--- src/rtl/demux_pkg.sv ---
// Shared constants and helpers for the 1-to-4 demultiplexer.
package demux_pkg;

  localparam int NUM_OUT    = 4;
  localparam int SEL_W      = 2;
  localparam int FIFO_DEPTH = 2;
  localparam int CNT_W      = 8;
  localparam int OCC_W      = $clog2(FIFO_DEPTH + 1);

  // One-hot decode of a channel select.
  function automatic logic [NUM_OUT-1:0] sel_decode(input logic [SEL_W-1:0] sel);
    sel_decode = NUM_OUT'(1) << sel;
  endfunction

endpackage

--- src/rtl/demux_fifo2.sv ---
// Two-entry FIFO used as the per-channel buffer. Push into a full FIFO
// and pop from an empty FIFO are ignored, so callers need not pre-gate.
module demux_fifo2
  import demux_pkg::*;
#(
  parameter int WIDTH = 32
) (
  input  logic             clk,
  input  logic             rst,
  input  logic             push,
  input  logic [WIDTH-1:0] push_data,
  output logic             full,
  input  logic             pop,
  output logic [WIDTH-1:0] head_data,
  output logic             empty
);

  logic [FIFO_DEPTH-1:0][WIDTH-1:0] mem;
  logic [OCC_W-1:0]                 occ;
  logic                             rd_ptr;
  logic                             wr_ptr;
  logic                             do_push;
  logic                             do_pop;

  assign full      = (occ == OCC_W'(FIFO_DEPTH));
  assign empty     = (occ == '0);
  assign do_push   = push & ~full;
  assign do_pop    = pop & ~empty;
  assign head_data = mem[rd_ptr];

  // Occupancy and pointer bookkeeping; both pointers wrap 1 -> 0.
  always_ff @(posedge clk) begin
    if (rst) begin
      occ    <= '0;
      rd_ptr <= 1'b0;
      wr_ptr <= 1'b0;
    end else begin
      if (do_push) wr_ptr <= ~wr_ptr;
      if (do_pop)  rd_ptr <= ~rd_ptr;
      case ({do_push, do_pop})
        2'b10:   occ <= occ + 1'b1;
        2'b01:   occ <= occ - 1'b1;
        default: occ <= occ;
      endcase
    end
  end

  // Storage is left uninitialised; a reset only empties the FIFO.
  always_ff @(posedge clk) begin
    if (do_push && !rst) mem[wr_ptr] <= push_data;
  end

endmodule

--- src/rtl/demux_1x4.sv ---
// Routes one input stream into four buffered output channels by select.
module demux_1x4
  import demux_pkg::*;
#(
  parameter int WIDTH = 32
) (
  input  logic               clk,
  input  logic               rst,
  input  logic               in_valid,
  input  logic [WIDTH-1:0]   in_data,
  input  logic [SEL_W-1:0]   in_select,
  output logic               in_ready,
  output logic [NUM_OUT-1:0] out_valid,
  output logic [WIDTH-1:0]   out_data0,
  output logic [WIDTH-1:0]   out_data1,
  output logic [WIDTH-1:0]   out_data2,
  output logic [WIDTH-1:0]   out_data3,
  input  logic [NUM_OUT-1:0] out_ready,
  output logic [CNT_W-1:0]   out_count0,
  output logic [CNT_W-1:0]   out_count1,
  output logic [CNT_W-1:0]   out_count2,
  output logic [CNT_W-1:0]   out_count3
);

  logic [NUM_OUT-1:0]            full;
  logic [NUM_OUT-1:0]            empty;
  logic [NUM_OUT-1:0]            push;
  logic [NUM_OUT-1:0]            pop;
  logic [NUM_OUT-1:0][WIDTH-1:0] head;
  logic [NUM_OUT-1:0][CNT_W-1:0] cnt;
  logic                          in_xfer;

  // Ready comes from registered FIFO state only, so it never loops back
  // through out_ready or in_valid.
  assign in_ready  = ~full[in_select];
  assign in_xfer   = in_valid & in_ready & ~rst;
  assign push      = in_xfer ? sel_decode(in_select) : '0;
  assign pop       = out_ready & ~empty;
  assign out_valid = ~empty;

  assign out_data0  = head[0];
  assign out_data1  = head[1];
  assign out_data2  = head[2];
  assign out_data3  = head[3];
  assign out_count0 = cnt[0];
  assign out_count1 = cnt[1];
  assign out_count2 = cnt[2];
  assign out_count3 = cnt[3];

  for (genvar g = 0; g < NUM_OUT; g++) begin : g_ch
    demux_fifo2 #(.WIDTH(WIDTH)) u_fifo (
      .clk       (clk),
      .rst       (rst),
      .push      (push[g]),
      .push_data (in_data),
      .full      (full[g]),
      .pop       (pop[g]),
      .head_data (head[g]),
      .empty     (empty[g])
    );

    // Accepted-word counter per channel, wrapping 255 -> 0.
    always_ff @(posedge clk) begin
      if (rst)          cnt[g] <= '0;
      else if (push[g]) cnt[g] <= cnt[g] + 1'b1;
    end
  end

endmodule

--- config.mk ---
export PLATFORM = sky130hd
export DESIGN_NAME = demux_1x4
export DESIGN_NICKNAME = d
export VERILOG_FILES = /design/src/rtl/demux_pkg.sv /design/src/rtl/demux_fifo2.sv /design/src/rtl/demux_1x4.sv
export SDC_FILE = /design/constraint.sdc
export NUM_CORES = 1
export LEC_CHECK = 0
export ABC_AREA = 1
export CORE_MARGIN = 5
export CORE_UTILIZATION = 48
export DETAILED_ROUTE_END_ITERATION = 16
export PLACE_DENSITY_LB_ADDON = 0.15
export SETUP_SLACK_MARGIN = 0.1
export SLEW_MARGIN = 10
export SYNTH_ARGS = -nofsm -noshare
export SYNTH_HDL_FRONTEND = slang
export SYNTH_SLANG_ARGS = --single-unit
--- constraint.sdc ---
create_clock -name clk -period 3.2 [get_ports clk]
set_input_delay 0.64 -clock clk [delete_from_list [all_inputs] [get_ports clk]]
set_output_delay 0.64 -clock clk [all_outputs]
set_load 0.01 [all_outputs]
======== After elaboration in Yosys (flattened, before gate mapping) ========
Cells that the tools add are included.
storage, ports and cells
  output and inout bits ................... 165
  register bits ........................... 304
  logic and storage cells ................. 136
cells by class
  shifts and indexed selects .............. 1
  equal/unequal tests ..................... 12
  mux-type cells .......................... 27
  magnitude comparators ................... 13
  add/subtract/negate cells ............... 12
  bitwise operators ....................... 30
  reduce and logical (&&, ||, !) cells .... 17
operators by type and width
  kind                                                        number
  2-to-1 mux 32 bit                                           12
  bitwise mux 64 bit                                          4
  demux 32 bit (select 1 bit)                                 4
  adder 8 x 1 -> 8 bit, second input constant                 4
  NOT 1 bit                                                   18
  == test 2 bit, second input constant                        8
  less-than comparator 1 x 2 -> 1 bit, second input constant  8
  case mux 2 bit (2 select lines)                             4
  AND 1 bit                                                   10
  adder 2 x 1 -> 2 bit, second input constant                 4
  == test 2 x 1 -> 1 bit, second input constant               4
  logical AND 1 bit                                           8
  zero test 2 bit                                             4
  nonzero test 2 bit                                          4
  subtractor 2 x 1 -> 2 bit, second input constant            4
  AND 4 bit                                                   1
  >= comparator 1 bit, second input constant                  4
  2-to-1 mux 4 bit                                            1
  NOT 4 bit                                                   1
  left shift 1 x 2 -> 4 bit, first input constant             1
  less-than comparator 2 x 3 -> 1 bit, second input constant  1
  binary-select mux 1 bit (select 2 bit)                      1
  zero test 1 bit                                             1
  2-to-1 mux 1 bit                                            1

======== Longest topological paths before layout ========
  depth after elaboration ................. 10
  depth in mapped cells ................... 12
  mapped depth without buffers ............ 11

======== By module ========
A second synthesis with hierarchy kept.
second synthesis, totals
  cell total of the unflattened synthesis .. 1131
  area, all modules ....................... 12289.3 sq um
by module, submodules not included
  module       times used  sequential area each (sq um)  cells an instance  area each (sq um)
  demux_fifo2  4           2001.9                        203                2600.0
  demux_1x4    1           640.6                         319                1889.3

======== Least setup slack after synthesis ========
OpenSTA, ideal clock, no wires.
  path kind ............................... input-to-reg
  from .................................... input rst
  to ...................................... register g_ch[0].u_fifo.mem[0] (netlist name) (enable)
  data arrival time ....................... 2745 ps
  stages .................................. 5
  setup time .............................. 421 ps
  path slack .............................. 33 ps
  buffers on the path ..................... 2
  path through ............................ buf_2 nor2_2 nand3_2 buf_6 nor2_1
on the way
  longest elaborated chain between the ends .. 5
  elaborated cells on any way between the ends .. 6
  those cells by class .................... mux (1); bitwise (3); reduce/logical (2)
RTL lines
  what                             RTL line           text
  from (decl)                      demux_1x4.sv:8     input logic rst,
  NOT 1 bit                        demux_1x4.sv:36    assign in_xfer = in_valid & in_ready & ~rst;
  AND 1 bit                        demux_1x4.sv:36
  2-to-1 mux 4 bit                 demux_1x4.sv:37    assign push = in_xfer ? sel_decode(in_select) : '0;
  AND 1 bit                        demux_fifo2.sv:27  assign do_push = push & ~full;
  logical AND 1 bit (*)            demux_fifo2.sv:50  if (do_push && !rst) mem[wr_ptr] <= push_data;
  to (signal, indexed assignment)  demux_fifo2.sv:50
  to (decl)                        demux_fifo2.sv:18  logic [FIFO_DEPTH-1:0][WIDTH-1:0] mem;
Every way passes the cells marked *; elsewhere a longest branch is shown, timed or not.
A chain may end at the register's enable or synchronous reset.

======== Final worst setup path ========
  from .................................... register g_ch[1].u_fifo.rd_ptr
  to ...................................... output out_data1[21]
on the way
  longest elaborated chain between the ends .. 2
RTL lines
  what                                                  RTL line           text
  from (decl)                                           demux_fifo2.sv:20  logic rd_ptr;
  from (signal assigned)                                demux_fifo2.sv:39  if (do_pop) rd_ptr <= ~rd_ptr;
  2-to-1 mux 32 bit (implied by the code) (2 in a row)  demux_fifo2.sv:29  assign head_data = mem[rd_ptr];
  to (decl)                                             demux_1x4.sv:15    output logic [WIDTH-1:0] out_data1,
No other way between the ends. The select of a mux whose other input is x is not followed.

==> run_results.csv <==
group,metric,value,unit
status,outcome,"completed",
layout,num-nets-final,1319,
placed_design,place_congestion,0.834,
layout,syn_to_final_growth,30.4,%
critical_path,crit_family,"buffers and inverters",
synth,synth_area_per_cell,11.4,sq um
synth,async_reset_ff_frac,0,
global_route,antenna_found_initial,0,
floorplanning,initial_utilization,0.486,
detailed_routing,ant_nets,0,
critical_path,cp_cell_sequence,"clkinv_1 -> buf_4 -> nand2_1 -> nand2_1 -> clkdlybuf4s50_1",
min_path,hp-class,"register to register",
global_route,global_route.usage.total,0.198,
clocking,cts_tree,"built",
clocking,clockBufferDepth,3,
detailed_routing,totalWireLength,28400,um
detailed_routing,pre_antenna_drt_iters,5,
synth,synth_compound_area_frac,0.0279,
synth,synthSimpleGateAreaFrac,0.195,
timing,holdWs,0.490,ns
clocking,cts.reportedPaths.clkPinSlew,0.06,ns
synth,synth.cell_area,11800,sq um
floorplanning,total_die_area,27900,sq um
global_route,first_pass_grt_wire_length,43700,um
run,maxCapViolCount,0,
placed_design,dpl.hpwl,18900,um
timing,setup_total_negative_slack,0,ns
timing,finalClockSkew,0.0102,ns
global_route,overflow,0,
critical_path,setup.worst_path.end_class,"primary output",
detailed_routing,route.detailed.wl_per_inst,17.6,um
synth,synthMuxAreaShare,0,
critical_path,worst-setup-path-type,"register to primary output",
global_route,grt_pass1_vias,7788,
synth,synth_top_family_by_area,"simple AND/OR/NAND/NOR gates",
detailed_routing,drc,0,
placed_design,io_buffer_count,205,
timing,hold_viol,0,
clocking,cts_setup_buffers,0,
clocking,cts_inserted_buffers,30,
detailed_routing,drt_first_iter_violations,594,
timing,setup_violations,0,
synth,post_synth_fa_ha_maj_area_fraction,0.00846,
critical_path,crit_top_cell,"sky130_fd_sc_hd__nand2_1",
synth,synthCells,1040,
power_and_ir_drop,power.total,8500,uW
floorplanning,num_io_pins,206,
timing,unrepaired_setup_endpoints_after_global_routing,"false",
floorplanning,placement_rows,57,
critical_path,timing.critical_path.fanout_max,13,
synth,yosysWarnings,0,
critical_path,worst_path_largest_cell_delay,0.49,ns
synth,post_synth_num_cell_types,23,
synth,postSynthNetCount,1089,
detailed_routing,vias,8050,
timing,timing.fmax,345,MHz
clocking,cts_repair_resized_insts,1,
power_and_ir_drop,power.density_cell_area,551,nW/um^2
timing,final.period_utilization,0.905,
power_and_ir_drop,vdd_drop_max,0.000368,V
critical_path,crit_buf_inv,3,
power_and_ir_drop,p_leak,0.00584,uW
layout,insertedDiodeCount,0,
synth,synth_seq_area_share,0.731,
synth,yosys_most_used_dff,"sky130_fd_sc_hd__edfxtp_1",
synth,synth-seq-cells,304,
critical_path,critical_path_rt,2.56,ns
global_route,grt_max_degree,35,
layout,drive_gt1_frac,0.0819,
clocking,clk_latency,0.54,ns
synth,post_synth_xor_area_fraction,0.00963,
floorplanning,die_width,167,um
timing,slew_violations,0,
clocking,clock_sinks,304,
placed_design,placed_area,14500,sq um
clocking,root_buffer,"sky130_fd_sc_hd__clkbuf_16",
floorplanning,die_h,167,um
clocking,cts_hold_buf,0,
floorplanning,coreArea,24300,sq um
synth,synth_enable_flop_cells,256,
critical_path,startpoint_kind_of_the_worst_setup_timing_path,"register",
timing,slew-limit-headroom,0.679,
layout,final.fill_count,1874,
clocking,ctsHtreeMaxLevel,1,
timing,finalCriticalPeriod,2.90,ns
critical_path,worstPathArrival,2.26,ns
critical_path,reg2reg_slack,0.97,ns
timing,worst_pin_slew,0.478,ns
detailed_routing,routed_via_density,4.98,
critical_path,critPathSlowestCell,"sky130_fd_sc_hd__clkdlybuf4s50_1",
layout,design_area,15400,sq um
-- cell families after synthesis --
logic type	after synthesis
and+or+nand+nor	569
DFF	304
buffers and inverters	80
AOI/OAI and AO/OA	66
xor gates and xnor gates	13
adders and majority gates	8
-- final cells by class --
class / count / area [sq um] / area share
clock buffers: 44 / 853 / 0.0553
inverters: 37 / 140 / 0.00908
multi-input cells: 656 / 2910 / 0.188
clock inverters: 12 / 75.1 / 0.00487
flip-flops and latches: 304 / 8650 / 0.561
repair buffers: 241 / 2400 / 0.155
well taps: 324 / 405 / 0.0263
-- sequential cells by signal, summed over array words and instances, names as in the netlist --
signal	flops
out_count3	8
g_ch.u_fifo.occ	8
g_ch.u_fifo.wr_ptr	4
g_ch.u_fifo.rd_ptr	4
out_count0	8
out_count2	8
out_count1	8
g_ch.u_fifo.mem	256
-- per-layer routing --
layer,routed length [um],GRT usage
met1,12700,0.278
met2,13500,0.326
met3,1670,0.0351
met4,478,0.0423
met5,0,0
-- path summary, 6_finish.rpt --
check | start | endpoint | cells after the start
min | out_count1[7] | out_count1[7] | 2
max reg2reg | g_ch[0].u_fifo.occ[0] | g_ch[0].u_fifo.occ[1] | 11
min reg2reg | out_count1[7] | out_count1[7] | 2
max | g_ch[1].u_fifo.rd_ptr | out_data1[21] | 5
-- layout by cell type, fill, tap and decap left out --
master | Yosys | final
sky130_fd_sc_hd__nand2_1 | 482 | 482
sky130_fd_sc_hd__edfxtp_1 | 256 | 256
sky130_fd_sc_hd__clkdlybuf4s50_1 | 0 | 205
sky130_fd_sc_hd__a21oi_1 | 47 | 47
sky130_fd_sc_hd__dfxtp_1 | 48 | 44
sky130_fd_sc_hd__inv_1 | 32 | 32
sky130_fd_sc_hd__nand4_1 | 32 | 32
sky130_fd_sc_hd__clkbuf_16 | 0 | 30
sky130_fd_sc_hd__buf_4 | 0 | 30
sky130_fd_sc_hd__nor2_1 | 29 | 21
sky130_fd_sc_hd__o21ai_0 | 19 | 19
sky130_fd_sc_hd__nor2_4 | 1 | 9
sky130_fd_sc_hd__clkinv_2 | 0 | 9
sky130_fd_sc_hd__clkbuf_1 | 32 | 9
sky130_fd_sc_hd__nand3b_1 | 8 | 8
sky130_fd_sc_hd__nand3_1 | 8 | 8
sky130_fd_sc_hd__xnor2_1 | 8 | 8
sky130_fd_sc_hd__ha_1 | 8 | 8
sky130_fd_sc_hd__buf_12 | 0 | 6
sky130_fd_sc_hd__xor2_1 | 5 | 5
sky130_fd_sc_hd__clkbuf_8 | 0 | 5
sky130_fd_sc_hd__nor2_2 | 4 | 4
sky130_fd_sc_hd__nand3_2 | 4 | 4
sky130_fd_sc_hd__clkinv_1 | 4 | 4
sky130_fd_sc_hd__dfxtp_2 | 0 | 4
sky130_fd_sc_hd__clkinvlp_4 | 0 | 2
sky130_fd_sc_hd__nand2_2 | 1 | 1
sky130_fd_sc_hd__inv_2 | 1 | 1
sky130_fd_sc_hd__clkinv_8 | 0 | 1
-- power by group --
part	leakage (uW)	total (uW)	switching [uW]	internal [uW]
clock network	0.000456	3260	1410	1850
logic	0.00268	869	492	377
registers	0.00270	4370	22.7	4350
total	0.00584	8500	1920	6570
-- per-stage QoR --
step / setup slack, ns / util / cells
4_1_cts: 0.253 / 0.634 / 1618
6_report: 0.303 / 0.634 / 1618
3_5_place_dp: 0.189 / 0.596 / 1562
5_1_grt: 0.144 / 0.634 / 1618
3_3_place_gp: 0.223 / 0.596 / 1562
2_1_floorplan: 0.141 / - / 1040
-- worst min-delay path, delay by kind of cell, from the launching register on --
kind / cells / cell delay (ns)
DFF: 1 / 0.33
and+or+nand+nor: 1 / 0.06
AOI/OAI and AO/OA: 1 / 0.05
-- synthesized netlist by cell type (3+ instances only) --
master / count / share of area
sky130_fd_sc_hd__o21ai_0: 19 / 0.0080
sky130_fd_sc_hd__nor2_1: 29 / 0.0092
sky130_fd_sc_hd__nor2_2: 4 / 0.0021
sky130_fd_sc_hd__buf_2: 4 / 0.0017
sky130_fd_sc_hd__xor2_1: 5 / 0.0037
sky130_fd_sc_hd__inv_1: 32 / 0.010
sky130_fd_sc_hd__clkbuf_1: 32 / 0.010
sky130_fd_sc_hd__nand3_1: 8 / 0.0034
sky130_fd_sc_hd__buf_1: 3 / 0.00095
sky130_fd_sc_hd__dfxtp_1: 48 / 0.081
sky130_fd_sc_hd__ha_1: 8 / 0.0085
sky130_fd_sc_hd__nand3_2: 4 / 0.0034
sky130_fd_sc_hd__buf_6: 4 / 0.0038
sky130_fd_sc_hd__clkinv_1: 4 / 0.0013
sky130_fd_sc_hd__xnor2_1: 8 / 0.0059
sky130_fd_sc_hd__a21oi_1: 47 / 0.020
sky130_fd_sc_hd__edfxtp_1: 256 / 0.65
sky130_fd_sc_hd__nand2_1: 482 / 0.15
sky130_fd_sc_hd__nand3b_1: 8 / 0.0051
sky130_fd_sc_hd__nand4_1: 32 / 0.017
(Power assumes the default switching activity.)
